**src/rtl/packet_read_sequencer_if.sv**
```systemverilog
// ---------------------------------------------------------------------------
// packet_read_sequencer_if
// Request, SRAM page-read and packet-stream signals of the packet read
// sequencer, bundled so that the sequencer and its environment connect
// through a single port.
// Revision: 1.0  initial release
// ---------------------------------------------------------------------------
`default_nettype none

interface packet_read_sequencer_if;
   // packet read request
   logic        start_vld;
   logic        start_rdy;
   logic [11:0] start_head;
   logic [11:0] start_tail;
   logic [3:0]  start_last_len;
   // SRAM page read
   logic        rd_page_down;
   logic [3:0]  rd_sram_idx;
   logic [7:0]  rd_page;
   logic [11:0] rd_next_page;
   logic [15:0] rd_xfer_data;
   // packet stream towards the output port
   logic        out_vld;
   logic [15:0] out_data;
   logic        out_sop;
   logic        out_eop;
   logic        out_rdy;

   // the sequencer side
   modport master (
      input  start_vld, start_head, start_tail, start_last_len,
      output start_rdy,
      output rd_page_down, rd_sram_idx, rd_page,
      input  rd_next_page, rd_xfer_data,
      output out_vld, out_data, out_sop, out_eop,
      input  out_rdy
   );

   // the requester / SRAM / output-port side
   modport slave (
      output start_vld, start_head, start_tail, start_last_len,
      input  start_rdy,
      input  rd_page_down, rd_sram_idx, rd_page,
      output rd_next_page, rd_xfer_data,
      input  out_vld, out_data, out_sop, out_eop,
      output out_rdy
   );
endinterface

`default_nettype wire

```
**src/rtl/packet_read_sequencer.sv**
```systemverilog
// ---------------------------------------------------------------------------
// packet_read_sequencer
// Walks a packet's page chain through the SRAM jump tables: one page-read
// pulse per page, eight read beats per page, forwarding the packet's beats
// to the output port with start/end-of-packet marks. Pages are chained
// back-to-back while the output port is ready at a page boundary, and the
// walk is aborted with a chain-error pulse when the page limit is hit
// without reaching the tail.
// Revision: 1.0  initial release
// ---------------------------------------------------------------------------
`default_nettype none

module packet_read_sequencer #(
   parameter int MAX_PAGES = 32
) (
   input  wire logic               clk,
   input  wire logic               rst_n,
   packet_read_sequencer_if.master bus,
   output logic                    busy,
   output logic                    chain_err
);

   localparam int CNT_W = $clog2(MAX_PAGES + 1);

   typedef enum logic [1:0] {
      S_IDLE  = 2'd0,
      S_ISSUE = 2'd1,
      S_PAGE  = 2'd2,
      S_WAIT  = 2'd3
   } state_t;

   state_t             r_state;
   state_t             w_state_nxt;

   logic [11:0]        r_cur_page;   // drives rd_sram_idx/rd_page, changes only on entry to ISSUE
   logic [11:0]        r_next_page;  // jump-table result for the page being read
   logic [11:0]        r_tail;
   logic [3:0]         r_last_len;   // normalised to 1..8
   logic [CNT_W-1:0]   r_page_cnt;   // pages pulsed so far in this packet
   logic [2:0]         r_beat_cnt;

   logic               r_out_vld;
   logic [15:0]        r_out_data;
   logic               r_out_sop;
   logic               r_out_eop;
   logic               r_chain_err;

   logic               w_accept;
   logic               w_is_last;
   logic               w_page_end;
   logic               w_overrun;
   logic               w_fwd;
   logic               w_sop;
   logic               w_eop;
   logic               w_load_next;
   logic [3:0]         w_len_norm;

   assign w_accept   = bus.start_vld && (r_state == S_IDLE);
   assign w_is_last  = (r_cur_page == r_tail);
   assign w_page_end = (r_state == S_PAGE) && (r_beat_cnt == 3'd7);
   assign w_overrun  = w_page_end && !w_is_last && (r_page_cnt == CNT_W'(MAX_PAGES));

   // all eight beats of a middle page go out; the last page stops at last_len
   assign w_fwd = (r_state == S_PAGE) &&
                  (!w_is_last || ({1'b0, r_beat_cnt} < r_last_len));
   assign w_sop = (r_beat_cnt == 3'd0) && (r_page_cnt == CNT_W'(1));
   assign w_eop = w_is_last && ({1'b0, r_beat_cnt} == (r_last_len - 4'd1));

   // a length of 0 or anything above 8 means a full page
   assign w_len_norm = ((bus.start_last_len == 4'd0) || (bus.start_last_len > 4'd8)) ?
                       4'd8 : bus.start_last_len;

   // moving on to a follow-on page (not the first page of a packet)
   assign w_load_next = (w_state_nxt == S_ISSUE) && (r_state != S_IDLE);

   // state register
   always_ff @(posedge clk or negedge rst_n) begin
      if (!rst_n) r_state <= S_IDLE;
      else        r_state <= w_state_nxt;
   end

   // next-state decode; out_rdy matters only at a page boundary or in WAIT
   always_comb begin
      w_state_nxt = r_state;
      case (r_state)
         S_IDLE:  if (w_accept) w_state_nxt = S_ISSUE;
         S_ISSUE: w_state_nxt = S_PAGE;
         S_PAGE: begin
            if (r_beat_cnt == 3'd7) begin
               if (w_is_last || w_overrun) w_state_nxt = S_IDLE;
               else if (bus.out_rdy)       w_state_nxt = S_ISSUE;
               else                        w_state_nxt = S_WAIT;
            end
         end
         S_WAIT:  if (bus.out_rdy) w_state_nxt = S_ISSUE;
         default: w_state_nxt = S_IDLE;
      endcase
   end

   // packet context, page chaining and beat/page counters
   always_ff @(posedge clk or negedge rst_n) begin
      if (!rst_n) begin
         r_cur_page  <= '0;
         r_next_page <= '0;
         r_tail      <= '0;
         r_last_len  <= 4'd8;
         r_page_cnt  <= '0;
         r_beat_cnt  <= '0;
      end else begin
         if (w_accept) begin
            r_cur_page <= bus.start_head;
            r_tail     <= bus.start_tail;
            r_last_len <= w_len_norm;
            r_page_cnt <= '0;
         end else if (w_load_next) begin
            r_cur_page <= r_next_page;
         end

         if (r_state == S_ISSUE) begin
            r_page_cnt <= r_page_cnt + CNT_W'(1);
            r_beat_cnt <= '0;
         end else if (r_state == S_PAGE) begin
            r_beat_cnt <= r_beat_cnt + 3'd1;
         end

         // the jump table answers in the cycle after the page-read pulse
         if ((r_state == S_PAGE) && (r_beat_cnt == 3'd0))
            r_next_page <= bus.rd_next_page;
      end
   end

   // register forwarded beats onto the packet stream, plus the error pulse
   always_ff @(posedge clk or negedge rst_n) begin
      if (!rst_n) begin
         r_out_vld   <= 1'b0;
         r_out_data  <= '0;
         r_out_sop   <= 1'b0;
         r_out_eop   <= 1'b0;
         r_chain_err <= 1'b0;
      end else begin
         r_out_vld   <= w_fwd;
         r_out_sop   <= w_fwd && w_sop;
         r_out_eop   <= w_fwd && w_eop;
         r_chain_err <= w_overrun;
         if (w_fwd) r_out_data <= bus.rd_xfer_data;
      end
   end

   assign bus.start_rdy    = (r_state == S_IDLE);
   assign bus.rd_page_down = (r_state == S_ISSUE);
   assign bus.rd_sram_idx  = r_cur_page[11:8];
   assign bus.rd_page      = r_cur_page[7:0];
   assign bus.out_vld      = r_out_vld;
   assign bus.out_data     = r_out_data;
   assign bus.out_sop      = r_out_sop;
   assign bus.out_eop      = r_out_eop;
   assign busy             = (r_state != S_IDLE);
   assign chain_err        = r_chain_err;

endmodule

`default_nettype wire

```
**src/flat_wrapper.sv**
```systemverilog
// flat-port wrapper written by rule: the top's interface ports become plain ports
module packet_read_sequencer_flat 
#(
   parameter int MAX_PAGES = 32
)
  (clk, rst_n, busy, chain_err, bus_start_vld, bus_start_head, bus_start_tail, bus_start_last_len, bus_start_rdy, bus_rd_page_down, bus_rd_sram_idx, bus_rd_page, bus_rd_next_page, bus_rd_xfer_data, bus_out_vld, bus_out_data, bus_out_sop, bus_out_eop, bus_out_rdy);
  packet_read_sequencer_if bus_i ();
  input  wire logic clk;
  input  wire logic rst_n;
  output logic busy;
  output logic chain_err;
  input wire logic [$bits(bus_i.start_vld)-1:0] bus_start_vld;
  input wire logic [$bits(bus_i.start_head)-1:0] bus_start_head;
  input wire logic [$bits(bus_i.start_tail)-1:0] bus_start_tail;
  input wire logic [$bits(bus_i.start_last_len)-1:0] bus_start_last_len;
  output wire logic [$bits(bus_i.start_rdy)-1:0] bus_start_rdy;
  output wire logic [$bits(bus_i.rd_page_down)-1:0] bus_rd_page_down;
  output wire logic [$bits(bus_i.rd_sram_idx)-1:0] bus_rd_sram_idx;
  output wire logic [$bits(bus_i.rd_page)-1:0] bus_rd_page;
  input wire logic [$bits(bus_i.rd_next_page)-1:0] bus_rd_next_page;
  input wire logic [$bits(bus_i.rd_xfer_data)-1:0] bus_rd_xfer_data;
  output wire logic [$bits(bus_i.out_vld)-1:0] bus_out_vld;
  output wire logic [$bits(bus_i.out_data)-1:0] bus_out_data;
  output wire logic [$bits(bus_i.out_sop)-1:0] bus_out_sop;
  output wire logic [$bits(bus_i.out_eop)-1:0] bus_out_eop;
  input wire logic [$bits(bus_i.out_rdy)-1:0] bus_out_rdy;
  assign bus_i.start_vld = bus_start_vld;
  assign bus_i.start_head = bus_start_head;
  assign bus_i.start_tail = bus_start_tail;
  assign bus_i.start_last_len = bus_start_last_len;
  assign bus_start_rdy = bus_i.start_rdy;
  assign bus_rd_page_down = bus_i.rd_page_down;
  assign bus_rd_sram_idx = bus_i.rd_sram_idx;
  assign bus_rd_page = bus_i.rd_page;
  assign bus_i.rd_next_page = bus_rd_next_page;
  assign bus_i.rd_xfer_data = bus_rd_xfer_data;
  assign bus_out_vld = bus_i.out_vld;
  assign bus_out_data = bus_i.out_data;
  assign bus_out_sop = bus_i.out_sop;
  assign bus_out_eop = bus_i.out_eop;
  assign bus_i.out_rdy = bus_out_rdy;
  packet_read_sequencer #(.MAX_PAGES(MAX_PAGES)) u_core (.clk(clk), .rst_n(rst_n), .bus(bus_i), .busy(busy), .chain_err(chain_err));
endmodule
```
**config.mk**
```make
export PLATFORM = sky130hd
export DESIGN_NAME = packet_read_sequencer_flat
export DESIGN_NICKNAME = d
export VERILOG_FILES = /design/src/rtl/packet_read_sequencer_if.sv /design/src/rtl/packet_read_sequencer.sv /design/src/flat_wrapper.sv
export SDC_FILE = /design/constraint.sdc
export NUM_CORES = 1
export LEC_CHECK = 0
export ABC_AREA = 1
export CORE_MARGIN = 3
export CORE_UTILIZATION = 50
export CTS_BUF_LIST = sky130_fd_sc_hd__clkbuf_8
export DETAILED_ROUTE_END_ITERATION = 7
export PLACE_DENSITY = 0.81
export SLEW_MARGIN = 20
export SYNTH_ARGS = -nofsm -noshare
export SYNTH_HDL_FRONTEND = slang
export SYNTH_SLANG_ARGS = --single-unit
```
**constraint.sdc**
```tcl
create_clock -name clk -period 2 [get_ports clk]
set_input_delay 0.4 -clock clk [delete_from_list [all_inputs] [get_ports clk]]
set_output_delay 0.4 -clock clk [all_outputs]
set_load 0.03 [all_outputs]
```
==> results of run 1 <==
-- metal layers --
metal	share of wire (%)	vias to the layer above	routed length, um
li1	-	1520	-
met1	43	1423	3550
met2	48	116	3950
met3	7.4	16	619
met4	2.2	0	185
met5	0	-	0
-- timing repair --
action / in CTS / in global routing
endpoints found under the setup margin: 2 / 13
pin swaps: 0 / 3
setup buffers: 0 / 5
resized for setup: 2 / 11
-- kinds of logic (layout without fill, tap and decap cells) --
logic type,count (synthesis),in the layout,synth area share [%]
DFF,71,71,50.0
and+or+nand+nor,227,227,27.6
muxes,13,13,4.08
AOI/OAI and AO/OA,26,26,4.36
adders and majority gates,14,14,4.92
xor gates and xnor gates,6,6,1.48
buffers and inverters,60,174,7.56
-- flip-flops by register name, indices dropped and copies added (netlist names) --
name	flops
u_core.r_tail	12
u_core.bus.out_data	16
u_core.r_page_cnt	6
u_core.r_cur_page	12
u_core.bus.out_eop	1
u_core.r_last_len	4
u_core.r_next_page	12
u_core.bus.out_sop	1
u_core.bus.out_vld	1
u_core.r_state	2
u_core.r_beat_cnt	3
u_core.chain_err	1
-- synthesized netlist by cell type (all sizes together) --
library cell  instances
dfrtp                70
clkinv                1
o32ai                 1
o211ai                1
ha                   14
o21ai                14
xnor2                 5
o22ai                 3
nand2               173
mux2                 12
or2                   1
a21oi                 4
nand3                24
inv                  47
a22oi                 1
mux2i                 1
nor2                 23
buf                   6
nand4                 4
o2111ai               1
clkbuf                6
nor4                  2
xor2                  1
a32oi                 1
dfstp                 1
-- stage by stage --
step                      worst slack, ns  TNS (ns)  area (um2)  util, %  hold slack (ns)
final                              0.0695         0        4900     71.7           0.0814
after global routing              -0.0510    -0.864        4900     71.7            0.111
after CTS                       0.0000551         0        4820     70.6           0.0859
after detailed placement           0.0258         0        4610     67.5            0.467
after global placement              0.141         0        4610     67.5            0.461
after floorplan                     0.164         0        3560        -            0.104
-- power breakdown --
group | internal, W | leakage [nW] | total [W] | switching (W)
Combinational | 0.00170 | 1.48 | 0.00405 | 0.00235
Clock | 0.000693 | 0.105 | 0.00123 | 0.000533
Sequential | 0.00210 | 0.882 | 0.00258 | 0.000479
-- worst max-delay path, stage by stage (launching register included) --
cell     delay [ns]
dfrtp_1        0.40
inv_1          0.10
ha_1           0.22
buf_4          0.15
inv_1          0.13
buf_4          0.19
-- final timing paths --
kind                                                     start                                   to  slack [ns]  depth (start not counted)
hold / removal                                           rst_n        u_core.r_tail[10]$_DFFE_PN0P_        0.08                          2
min in group clk           u_core.bus.out_data[14]$_DFFE_PN0P_  u_core.bus.out_data[14]$_DFFE_PN0P_        0.48                          2
hold reg to reg            u_core.bus.out_data[14]$_DFFE_PN0P_  u_core.bus.out_data[14]$_DFFE_PN0P_        0.48                          2
setup reg to reg              u_core.r_beat_cnt[0]$_DFFE_PN0P_     u_core.r_cur_page[5]$_DFFE_PN0P_        0.10                         12
max in group asynchronous                                rst_n          u_core.r_state[1]$_DFF_PN0_        1.51                          2
setup / recovery                   u_core.r_state[0]$_DFF_PN0_                                 busy        0.07                          5
-- final cells by class --
type | instances | area [um2]
Fill cell | 526 | 1930
Sequential cell | 71 | 1780
Multi-Input combinational cell | 286 | 1540
Timing Repair Buffer | 111 | 1070
Inverter | 48 | 183
Clock buffer | 9 | 124
Tap cell | 96 | 120
Clock inverter | 6 | 86.3
==> impl_metrics.json, run 1 <==
{
  "die_w_um": 90.3,
  "fin_skew_ns": 0.00966,
  "worst_slew_pin_slew_ns": 0.495,
  "ant_nets": 0,
  "critical_path_class": "register to output port",
  "finalSetupViolations": 0,
  "cts_buffers": 9,
  "clockBufferDepth": 2,
  "antenna_found_initial": 0,
  "status": "finished clean",
  "dieArea_um2": 8160,
  "path_max_fanout": 6,
  "max_slew_margin_pct": 67.0,
  "diodes": 0,
  "synth_top_area_cell": "dfrtp_1",
  "leakagePower_nw": 2.46,
  "tritoncts": "yes",
  "grt-busiest-layer": "met2",
  "ys_seq_area_share_pct": 50.0,
  "syn_inst": 417,
  "synth_area_leaders": "dfrtp_1 49%, nand2_1 17%, ha_1 4.9%",
  "grt_pass1_wl_um": 14000,
  "drtIter0Drc": 198,
  "grt_max_degree": 39,
  "coreArea_um2": 6830,
  "power_density_nw_per_um2": 1600,
  "row_count": 30,
  "port_buffers": 94,
  "fmax_ghz": 0.518,
  "cts_root_buffer": "clkbuf_8",
  "wirelength_um": 8310,
  "maxCapViolations": 0,
  "grt_pass1_vias": 3049,
  "final_cell_mix": "158 x nand2_1, 90 x clkdlybuf4s50_1, 69 x dfrtp_1",
  "met2_usage_pct": 34.0,
  "yosysTopAreaCellShare_pct": 49.2,
  "ys_seq_elements": 71,
  "drc": 0,
  "first_pass_iters": 4,
  "critPathArrivalTime_ns": 1.53,
  "grt_overflow": 0,
  "insertion_delay_ns": 0.34,
  "fin_total_pwr_w": 0.00786,
  "cts.sinks": 71,
  "use_met3_pct": 6.00,
  "place_hpwl_um": 6180,
  "syn_area_per_cell_um2": 8.53,
  "drive_gt1_share_pct": 14.5,
  "worstPathRequired_ns": 1.60,
  "final_cells": 627,
  "hp-class": "input port to asynchronous set/reset pin",
  "nNetsFinal": 601,
  "vias_per_cell": 4.90,
  "start_kind": "register",
  "ctsHoldBuffers": 0,
  "top_level_ports": 95,
  "syn_area_um2": 3560,
  "period_minus_slack_ns": 1.93,
  "grt_util_all_layers_pct": 21.2,
  "detailroute.via_count": 3075,
  "final-max-slew-violation-count": 0,
  "start_util_pct": 52.1,
  "ir_worst_vdd_v": 0.000864,
  "dpl.cell_count": 607,
  "h-tree-depth": 3,
  "final_common_cell": "nand2_1",
  "synthesis.nets": 491,
  "die-height_um": 90.3,
  "fin_crit_sh_pct": 96.5,
  "setup.worst_path.end_class": "output port",
  "synth_cell_type_count": 36,
  "yosysWarnings": 0,
  "gp_congestion": 0.891,
  "rsz0062_at_grt": "true",
  "grt_util_met1_pct": 26.6,
  "hold_viol": 0,
  "area_growth_pct": 37.7,
  "cts.clk_slew.worst_paths_ns": 0.08,
  "routedWlPerCell_um": 13.3
}
Note: power is estimated with default switching activity, not from simulation.
==> run 2, diff against run 1 <==
--- a/config.mk
+++ b/config.mk
@@ -10,7 +10,7 @@
 export CORE_UTILIZATION = 50
 export CTS_BUF_LIST = sky130_fd_sc_hd__clkbuf_8
 export DETAILED_ROUTE_END_ITERATION = 7
-export PLACE_DENSITY = 0.81
+export PLACE_DENSITY = 0.82
 export SLEW_MARGIN = 20
 export SYNTH_ARGS = -nofsm -noshare
 export SYNTH_HDL_FRONTEND = slang
==> impl_metrics.json, run 2 (synthesized netlist as in run 1, its figures left out) <==
{
  "cp_slowest_cell": "dfrtp_1",
  "worst_slew_pin_slew_ns": 0.375,
  "antenna_found_initial": 0,
  "hp-class": "input port to asynchronous set/reset pin",
  "drc": 0,
  "grt_pass1_vias": 3222,
  "tns_ns": -0.00940,
  "final_common_cell": "nand2_1",
  "nNetsFinal": 606,
  "period_minus_slack_ns": 2.01,
  "fin_skew_ns": 0.00763,
  "port_buffers": 94,
  "dp_slack_ns": 0.0140,
  "critical_path_class": "register to register",
  "cts_buffers": 9,
  "maxCapViolations": 0,
  "diodes": 0,
  "start_util_pct": 52.1,
  "hold_viol": 0,
  "ir_worst_vdd_v": 0.000873,
  "clockBufferDepth": 2,
  "max_slew_margin_pct": 75.0,
  "cts.clk_slew.worst_paths_ns": 0.08,
  "drtIter0Drc": 159,
  "critPathArrivalTime_ns": 2.29,
  "fmax_ghz": 0.498,
  "cts.sinks": 71,
  "fin_ws_ns": -0.00940,
  "h-tree-depth": 3,
  "grt_max_degree": 72,
  "grt_util_all_layers_pct": 22.4,
  "leakagePower_nw": 2.52,
  "row_count": 30,
  "die_w_um": 90.3,
  "path_cells": "xnor2_1 -> nand2_1 -> nor2_1 -> nand3_2 -> nand3_2 -> nand2_2 -> inv_4 -> nand4_4 -> buf_6 -> nand2_8 -> nand2_2 -> nand2_1",
  "start_kind": "register",
  "cts_root_buffer": "clkbuf_8",
  "tritoncts": "yes",
  "finalSetupViolations": 1,
  "fin_crit_sh_pct": 100,
  "top_level_ports": 95,
  "rsz0062_at_grt": "true",
  "max_stage_delay_ns": 0.43,
  "fin_total_pwr_w": 0.00829,
  "first_pass_iters": 5,
  "worstPathRequired_ns": 2.28,
  "final-max-slew-violation-count": 0,
  "die-height_um": 90.3,
  "coreArea_um2": 6830,
  "path_max_fanout": 6,
  "wirelength_um": 9130,
  "place_hpwl_um": 6220,
  "power_density_nw_per_um2": 1640,
  "final_cell_mix": "153 x nand2_1, 90 x clkdlybuf4s50_1, 69 x dfrtp_1",
  "drive_gt1_share_pct": 17.7,
  "vias_per_cell": 5.03,
  "gp_congestion": 0.853,
  "area_growth_pct": 42.2,
  "insertion_delay_ns": 0.35,
  "setup.worst_path.end_class": "register",
  "grt_pass1_wl_um": 14900,
  "violations": "setup timing",
  "routedWlPerCell_um": 14.4,
  "ant_nets": 0,
  "detailroute.via_count": 3183,
  "ctsHoldBuffers": 0,
  "status": "finished, violations left",
  "grt_overflow": 0,
  "dieArea_um2": 8160,
  "largest_register_ffs": 16
}
-- run 2: cell types whose count changed in the layout (fill, tap and decap cells not counted), moves of 3 or more --
cell,delta
nand2_1,-5
buf_12,+3
inv_4,+3
nand2_4,+3
-- run 2: layer usage --
metal | vias to the layer above | global-route usage [%] | wire length (um) | part of all wire (%)
met4 | 0 | 7.65 | 232 | 2.5
met3 | 19 | 6.92 | 633 | 6.9
met5 | - | 0 | 0 | 0
li1 | 1539 | - | - | -
met1 | 1504 | 26.5 | 3660 | 40
met2 | 121 | 38.8 | 4600 | 50
-- run 2: what timing repair did --
item,in CTS,in global routing
pin swaps,3,3
resized for setup,11,23
setup buffers,3,7
endpoints found under the setup margin,14,13
cloned,2,0
-- run 2: per-stage QoR --
step                hold WS [ns]  area, um2  instances  utilization (%)
floorplan                  0.104       3560        417                -
CTS                       0.0775       4920        626             72.1
global route              0.0825       5060        633             74.0
finish                    0.0548       5060        633             74.0
global placement           0.455       4640        605             67.9
detailed placement         0.454       4640        605             67.9
-- run 2: where the power goes --
group          leakage, nW  switching, W  internal (W)  total (W)
combinational         1.54       0.00261       0.00194    0.00455
sequential           0.882      0.000498       0.00210    0.00259
clock               0.0956      0.000567      0.000577    0.00114
total                 2.52       0.00367       0.00461    0.00829
-- run 2: worst paths after layout --
| check | start | endpoint | slack, ns | cells after the start |
|---|---|---|---|---|
| setup reg to reg | u_core.r_cur_page[10]$_DFFE_PN0P_ | u_core.r_cur_page[11]$_DFFE_PN0P_ | -0.009 | 12 |
| max in group asynchronous | rst_n | u_core.r_last_len[3]$_DFFE_PN1P_ | 1.60 | 2 |
| setup / recovery | u_core.r_cur_page[10]$_DFFE_PN0P_ | u_core.r_cur_page[11]$_DFFE_PN0P_ | -0.009 | 12 |
| hold reg to reg | u_core.bus.out_data[10]$_DFFE_PN0P_ | u_core.bus.out_data[10]$_DFFE_PN0P_ | 0.49 | 2 |
| hold / removal | rst_n | u_core.r_tail[5]$_DFFE_PN0P_ | 0.05 | 2 |
| min in group clk | u_core.bus.out_data[10]$_DFFE_PN0P_ | u_core.bus.out_data[10]$_DFFE_PN0P_ | 0.49 | 2 |
-- run 2: critical path: cells and delay by family, from the launching register on --
family	cells	cell delay (ns)
and+or+nand+nor	9	1.09
xor gates and xnor gates	1	0.17
buffers and inverters	2	0.27
DFF	1	0.43
-- run 2: final cells by class --
class	instances	area (um2)
clock buffer	9	124
clock inverter	7	72.6
fill	521	1770
inverter	48	191
multi-input combinational	287	1620
sequential	71	1780
tap	96	120
timing repair buffer	115	1150
